===== src/rtl/uart_transmitter.sv =====
// 8N1 UART transmit stage with valid/ready byte input and internal bit timing.
// Define UART_TX_PARITY_EN to insert an even-parity bit between data and stop.
module uart_transmitter #(
    parameter int unsigned CLOCKS_PER_BIT = 868
) (
    input  logic       clock,
    input  logic       reset_n,
    input  logic [7:0] data,
    input  logic       data_valid,
    output logic       data_ready,
    output logic       serial_connection,
    output logic       busy
);

    localparam int unsigned CNT_W = (CLOCKS_PER_BIT > 1) ? $clog2(CLOCKS_PER_BIT) : 1;
    localparam logic [CNT_W-1:0] CNT_LAST = CNT_W'(CLOCKS_PER_BIT - 1);

    localparam logic [2:0] IDLE   = 3'd0;
    localparam logic [2:0] START  = 3'd1;
    localparam logic [2:0] DATA   = 3'd2;
`ifdef UART_TX_PARITY_EN
    localparam logic [2:0] PARITY = 3'd3;
`endif
    localparam logic [2:0] STOP   = 3'd4;

    logic [2:0]       state, state_next;
    logic [CNT_W-1:0] cnt, cnt_next;
    logic [2:0]       bit_index, bit_index_next;
    logic [7:0]       shift_reg, shift_reg_next;
    logic             line_next, ready_next, busy_next;
    logic             bit_done;
`ifdef UART_TX_PARITY_EN
    logic             parity_bit, parity_bit_next;
`endif

    // State and registered outputs; reset forces the line high immediately.
    always_ff @(posedge clock or negedge reset_n) begin
        if (!reset_n) begin
            state             <= IDLE;
            cnt               <= '0;
            bit_index         <= '0;
            shift_reg         <= 8'h00;
            serial_connection <= 1'b1;
            data_ready        <= 1'b1;
            busy              <= 1'b0;
`ifdef UART_TX_PARITY_EN
            parity_bit        <= 1'b0;
`endif
        end else begin
            state             <= state_next;
            cnt               <= cnt_next;
            bit_index         <= bit_index_next;
            shift_reg         <= shift_reg_next;
            serial_connection <= line_next;
            data_ready        <= ready_next;
            busy              <= busy_next;
`ifdef UART_TX_PARITY_EN
            parity_bit        <= parity_bit_next;
`endif
        end
    end

    assign bit_done = (cnt == CNT_LAST);

    // Next-state and next-output logic; the counter restarts on every state change.
    always_comb begin
        state_next     = state;
        cnt_next       = cnt + CNT_W'(1);
        bit_index_next = bit_index;
        shift_reg_next = shift_reg;
        line_next      = serial_connection;
        ready_next     = 1'b0;
        busy_next      = 1'b1;
`ifdef UART_TX_PARITY_EN
        parity_bit_next = parity_bit;
`endif
        case (state)
            IDLE: begin
                cnt_next   = '0;
                line_next  = 1'b1;
                ready_next = 1'b1;
                busy_next  = 1'b0;
                if (data_valid && data_ready) begin
                    state_next     = START;
                    shift_reg_next = data;
                    bit_index_next = '0;
                    line_next      = 1'b0;
                    ready_next     = 1'b0;
                    busy_next      = 1'b1;
`ifdef UART_TX_PARITY_EN
                    parity_bit_next = ^data;
`endif
                end
            end
            START: begin
                if (bit_done) begin
                    state_next = DATA;
                    cnt_next   = '0;
                    line_next  = shift_reg[0];
                end
            end
            DATA: begin
                if (bit_done) begin
                    cnt_next = '0;
                    if (bit_index == 3'd7) begin
`ifdef UART_TX_PARITY_EN
                        state_next = PARITY;
                        line_next  = parity_bit;
`else
                        state_next = STOP;
                        line_next  = 1'b1;
`endif
                    end else begin
                        shift_reg_next = {1'b0, shift_reg[7:1]};
                        line_next      = shift_reg[1];
                        bit_index_next = bit_index + 3'd1;
                    end
                end
            end
`ifdef UART_TX_PARITY_EN
            PARITY: begin
                if (bit_done) begin
                    state_next = STOP;
                    cnt_next   = '0;
                    line_next  = 1'b1;
                end
            end
`endif
            STOP: begin
                line_next = 1'b1;
                if (bit_done) begin
                    state_next = IDLE;
                    cnt_next   = '0;
                    ready_next = 1'b1;
                    busy_next  = 1'b0;
                end
            end
            default: begin
                state_next = IDLE;
                cnt_next   = '0;
                line_next  = 1'b1;
                ready_next = 1'b1;
                busy_next  = 1'b0;
            end
        endcase
    end

endmodule


===== config.mk =====
export PLATFORM = sky130hd
export DESIGN_NAME = uart_transmitter
export DESIGN_NICKNAME = d
export VERILOG_FILES = /design/src/rtl/uart_transmitter.sv
export SDC_FILE = /design/constraint.sdc
export NUM_CORES = 1
export LEC_CHECK = 0
export BUFFER_PORTS_ARGS = -buffer_cell sky130_fd_sc_hd__buf_2
export CELL_PAD_IN_SITES_DETAIL_PLACEMENT = 1
export CELL_PAD_IN_SITES_GLOBAL_PLACEMENT = 2
export CORE_MARGIN = 10
export CORE_UTILIZATION = 25
export CTS_CLUSTER_DIAMETER = 200
export DETAILED_ROUTE_END_ITERATION = 7
export GPL_ROUTABILITY_DRIVEN = 0
export PLACE_DENSITY_LB_ADDON = 0.1
export SETUP_SLACK_MARGIN = 0.4
export SKIP_CTS_REPAIR_TIMING = 1
export SLEW_MARGIN = 5
export SYNTH_ARGS = -nofsm -noshare
export SYNTH_HDL_FRONTEND = slang
export SYNTH_SLANG_ARGS = --single-unit

===== constraint.sdc =====
create_clock -name clock -period 2.1 [get_ports clock]
set_input_delay 0.105 -clock clock [delete_from_list [all_inputs] [get_ports clock]]
set_output_delay 0.105 -clock clock [all_outputs]
set_load 0.02 [all_outputs]

# After elaboration in Yosys (flattened, before gate mapping)
# Index checks and enable logic that the tools add are counted.
# op_classes
eq_ne	11
n_mux	26
n_addsub	2
n_reduce_logical	8
# op_table
op	count
two-way mux 3 bit	8
two-way mux 8 bit	3
two-way mux 10 bit	2
case mux 8 bit (2 select lines)	1
inequality test 2 bit (second input constant)	6
case mux 3 bit (4 select lines)	1
adder 10 x 1 -> 10 bit (second input constant)	1
== test 10 bit (second input constant)	1
case mux 1 bit (3 select lines)	3
two-way mux 1 bit	7
== test 3 bit (second input constant)	2
case mux 3 bit (2 select lines)	1
AND reduction 5 bit	1
AND reduction 4 bit	1
adder 3 x 1 -> 3 bit (second input constant)	1
== test 3 x 1 -> 1 bit (second input constant)	1
== test 3 x 2 -> 1 bit (second input constant)	1
logical NOT 3 bit	1
OR reduction 3 bit	1
AND reduction 2 bit	1
nonzero test 2 bit	1
OR reduction 2 bit	1
logical AND 1 bit	1
# word_totals
elab_cells	54
register_bits	27
input_bits	11

# Longest topological paths before layout
# depth
word_depth	4
ltp_mapped	7
depth_no_buf	6

# Worst setup path before layout
# No wires, ideal clock.
# synth_timing
kind	register to register
start	register bit_index[0]
end	register bit_index[0]
setup_slack_ps	282
stages_incl_launch_ff	8
arrival_time_ps	1693
setup_ps	125
path_buffers	1
path_cell_list	dfrtp_1 ha_1 ha_1 nor4b_4 nand4_1 o41ai_2 buf_8 mux2_4
# synth_between
elab_chain_len	4
# synth_rtl
item	line_no	rtl
from (decl)	28	logic [2:0] bit_index, bit_index_next;
from (signal assigned)	52	bit_index <= bit_index_next;
adder 3 x 1 -> 3 bit	116	bit_index_next = bit_index + 3'd1;
two-way mux 3 bit	105	if (bit_index == 3'd7) begin
two-way mux 3 bit	103	if (bit_done) begin
case mux 3 bit (2 select lines)	77	case (state)
# Parallel ways exist; a longest one is shown, timed or not. The select of a mux whose other input is x is not followed.
# A chain may end at the register's enable or synchronous reset.

# Worst setup path in the final report
# layout_timing
start	register bit_index[0]
end	register shift_reg[4]
# layout_between
elab_chain_len	3
# layout_rtl
item	line_no	rtl
== test 3 bit	105	
inequality test 2 bit (no line)	n/a	
AND reduction 4 bit (no line)	n/a	
to (signal assigned)	53	shift_reg <= shift_reg_next;
to (decl)	29	logic [7:0] shift_reg, shift_reg_next;
# No other way between the ends.

==> metrics <==
final worst-path cycle share 90.5%; Critical Path RT 2.27 ns; nature of the critical path endpoint flop; Routed WL 3.24 mm; WS Path Type flop to flop; largest net degree at the start of global routing 28; yosys warns 0; cell count after synthesis 124; filler instances 631; Max Clk Rate 526 MHz; routed wl met2 1.66 mm; post-synth net total 138; DR WL met3 67 um; TritonCTS Buffers 3; Placed Cells 209; vias per cell 4.49; Post-synth EDFFs 0; critical path data arrival time 2.07 ns; CTS tree done; Global Route Usage Sum 7.30%; CTS H-tree depth 1; Final nets 165; hold violation count in the final report 0; top-count cell post-synth dfrtp_1; Std-Cell Rows 27; Top FF cell, synth dfrtp_1; outcome completed; maximum clock insertion buffer count 2; Largest register FFs 10; Hold Path Class input port to flop; initial antenna violation count 0; DP HPWL 2.27 mm; area grow syn2layout 21.9%; die area 9300 um2; core area 5570 um2; clock slew seen by the registers of the worst setup and hold paths 0.09 ns; maxcap violations 0; port bufs 13; detailed-route via count 996; CTS Sinks 27; Max Clock Skew 0.00247 ns; vias in the first global route 1059; Clock Latency Late Sink 0.27 ns; initial drt markers 33; layout cells sized above 1 39.3%; first-pass GRT wire length 5.31 mm; Final ANT Viol Nets 0; Commonest cells post-synth dfrtp_1, nor2_1, mux2_2; number of remaining DRC errors 0; FF/Latch Area 678 um2; worst-path fanout max 5; Top Metal Used met3; setup violators final 0; hold-critical path depth 3; Mapped Area 1460 um2; setup TNS 0 ns; Final min period 1.90 ns; unrepaired setup endpoints after global routing true; Slew @ Worst Pin 0.637 ns; Boundary Pins 14; Yosys reg bits 27; FF-to-FF path depth 7; crit start category flop; Starting Density 26.2%; die width 96.4 um; Final Slew Violations 0; Area contributors post-synth dfrtp_1, mux2_4, mux2_2; Post-synth ARST share 100%; CTS Root Cell clkbuf_8; Multi-input gate area 742 um2; PwrDens 779 nW/um2; Rel. slew slack 57.5%; share of the synthesized area in the top cell type 42.8%; n_diodes 0; Final Total Pwr 1.39 mW; Post-Layout Cell Count 222; met1 WL 1.51 mm; grt ovf 0; Leak 0.752 nW; Die Y 96.4 um; synthesized area per cell 11.8 um2; drt first pass iters 3; Yosys top cell by area dfrtp_1; post-DR wirelength/cell 14.6 um; post-synth cell types 32; Seq/Total Area, Yosys 46.4%; peak supply drop 0.235 mV
-- cell usage in the layout, fill, tap and decap left out, drive strengths merged --
master	synthesis	routed
o31ai	1	1
nand3	6	6
mux2	17	17
a21oi	3	3
and4bb	1	1
xor2	5	5
o21ai	1	1
o221ai	1	1
nand2	5	5
a31oi	2	2
dlygate4sd3	0	1
dfstp	2	2
buf	5	25
nor3b	1	1
ha	3	3
and3	2	2
inv	6	6
xnor2	3	3
a311oi	1	1
nor4b	1	1
and2	1	1
nor2	15	15
nand2b	2	2
clkbuf	0	5
nor3	4	4
dfrtp	25	25
and2b	1	1
o41ai	1	1
mux2i	2	2
o21a	2	2
nand4	4	4
a22o	1	1
-- logic make-up after synthesis --
group,after synthesis,share of synthesized area [%]
AND/OR/NAND/NOR,43,16.4
adder cells (fa/ha/maj),3,2.57
buffers and inverters,11,5.91
multiplexers,19,16.5
flip-flops,27,46.4
AO/OA/AOI/OAI,13,7.37
XOR/XNOR,8,4.80
-- area by class of cell --
type / instances / share of cell area (%)
Tap cell: 72 / 5.06
Timing Repair Buffer: 27 / 11.4
Multi-Input combinational cell: 86 / 41.7
Clock buffer: 4 / 2.53
Inverter: 6 / 1.26
Sequential cell: 27 / 38.1
-- final timing paths --
kind / slack (ns) / endpoint / start
max: 0.20 / shift_reg[4] / bit_index[0]
min: 0.17 / shift_reg[7] / data[7]
max reg2reg: 0.20 / shift_reg[4] / bit_index[0]
min reg2reg: 0.52 / shift_reg[7] / shift_reg[7]
max in group asynchronous: 1.29 / cnt[8] / reset_n
min in group asynchronous: 0.40 / shift_reg[4] / reset_n
-- per-layer routing --
metal / track usage (%) / up-vias
li1: - / 484
met1: 9.36 / 506
met2: 11.9 / 6
met3: 1.54 / 0
met4: 2.54 / 0
met5: 0 / -
-- power by group --
group,internal [mW],leakage [nW],switching [mW]
clock,0.136,0.0228,0.166
combinational,0.192,0.396,0.147
sequential,0.638,0.333,0.108
-- through the flow --
step                      hold WS, ns  setup WS [ns]  area, um2  util, %
after floorplan                -0.191          0.370       1480        -
after global placement          0.169          0.116       1620     29.0
after detailed placement        0.172          0.109       1620     29.0
after CTS                      -0.138         0.0671       1660     29.8
after global routing            0.173          0.112       1780     31.9
final                           0.175          0.199       1780     31.9
-- worst max-delay path: stages (launching register included) --
cell,delay [ns]
dfrtp_1,0.42
ha_2,0.20
ha_4,0.16
nor4b_4,0.19
nand4_1,0.17
o41ai_4,0.12
clkbuf_16,0.24
mux2_4,0.29
Power figures use the tool's default switching activity.
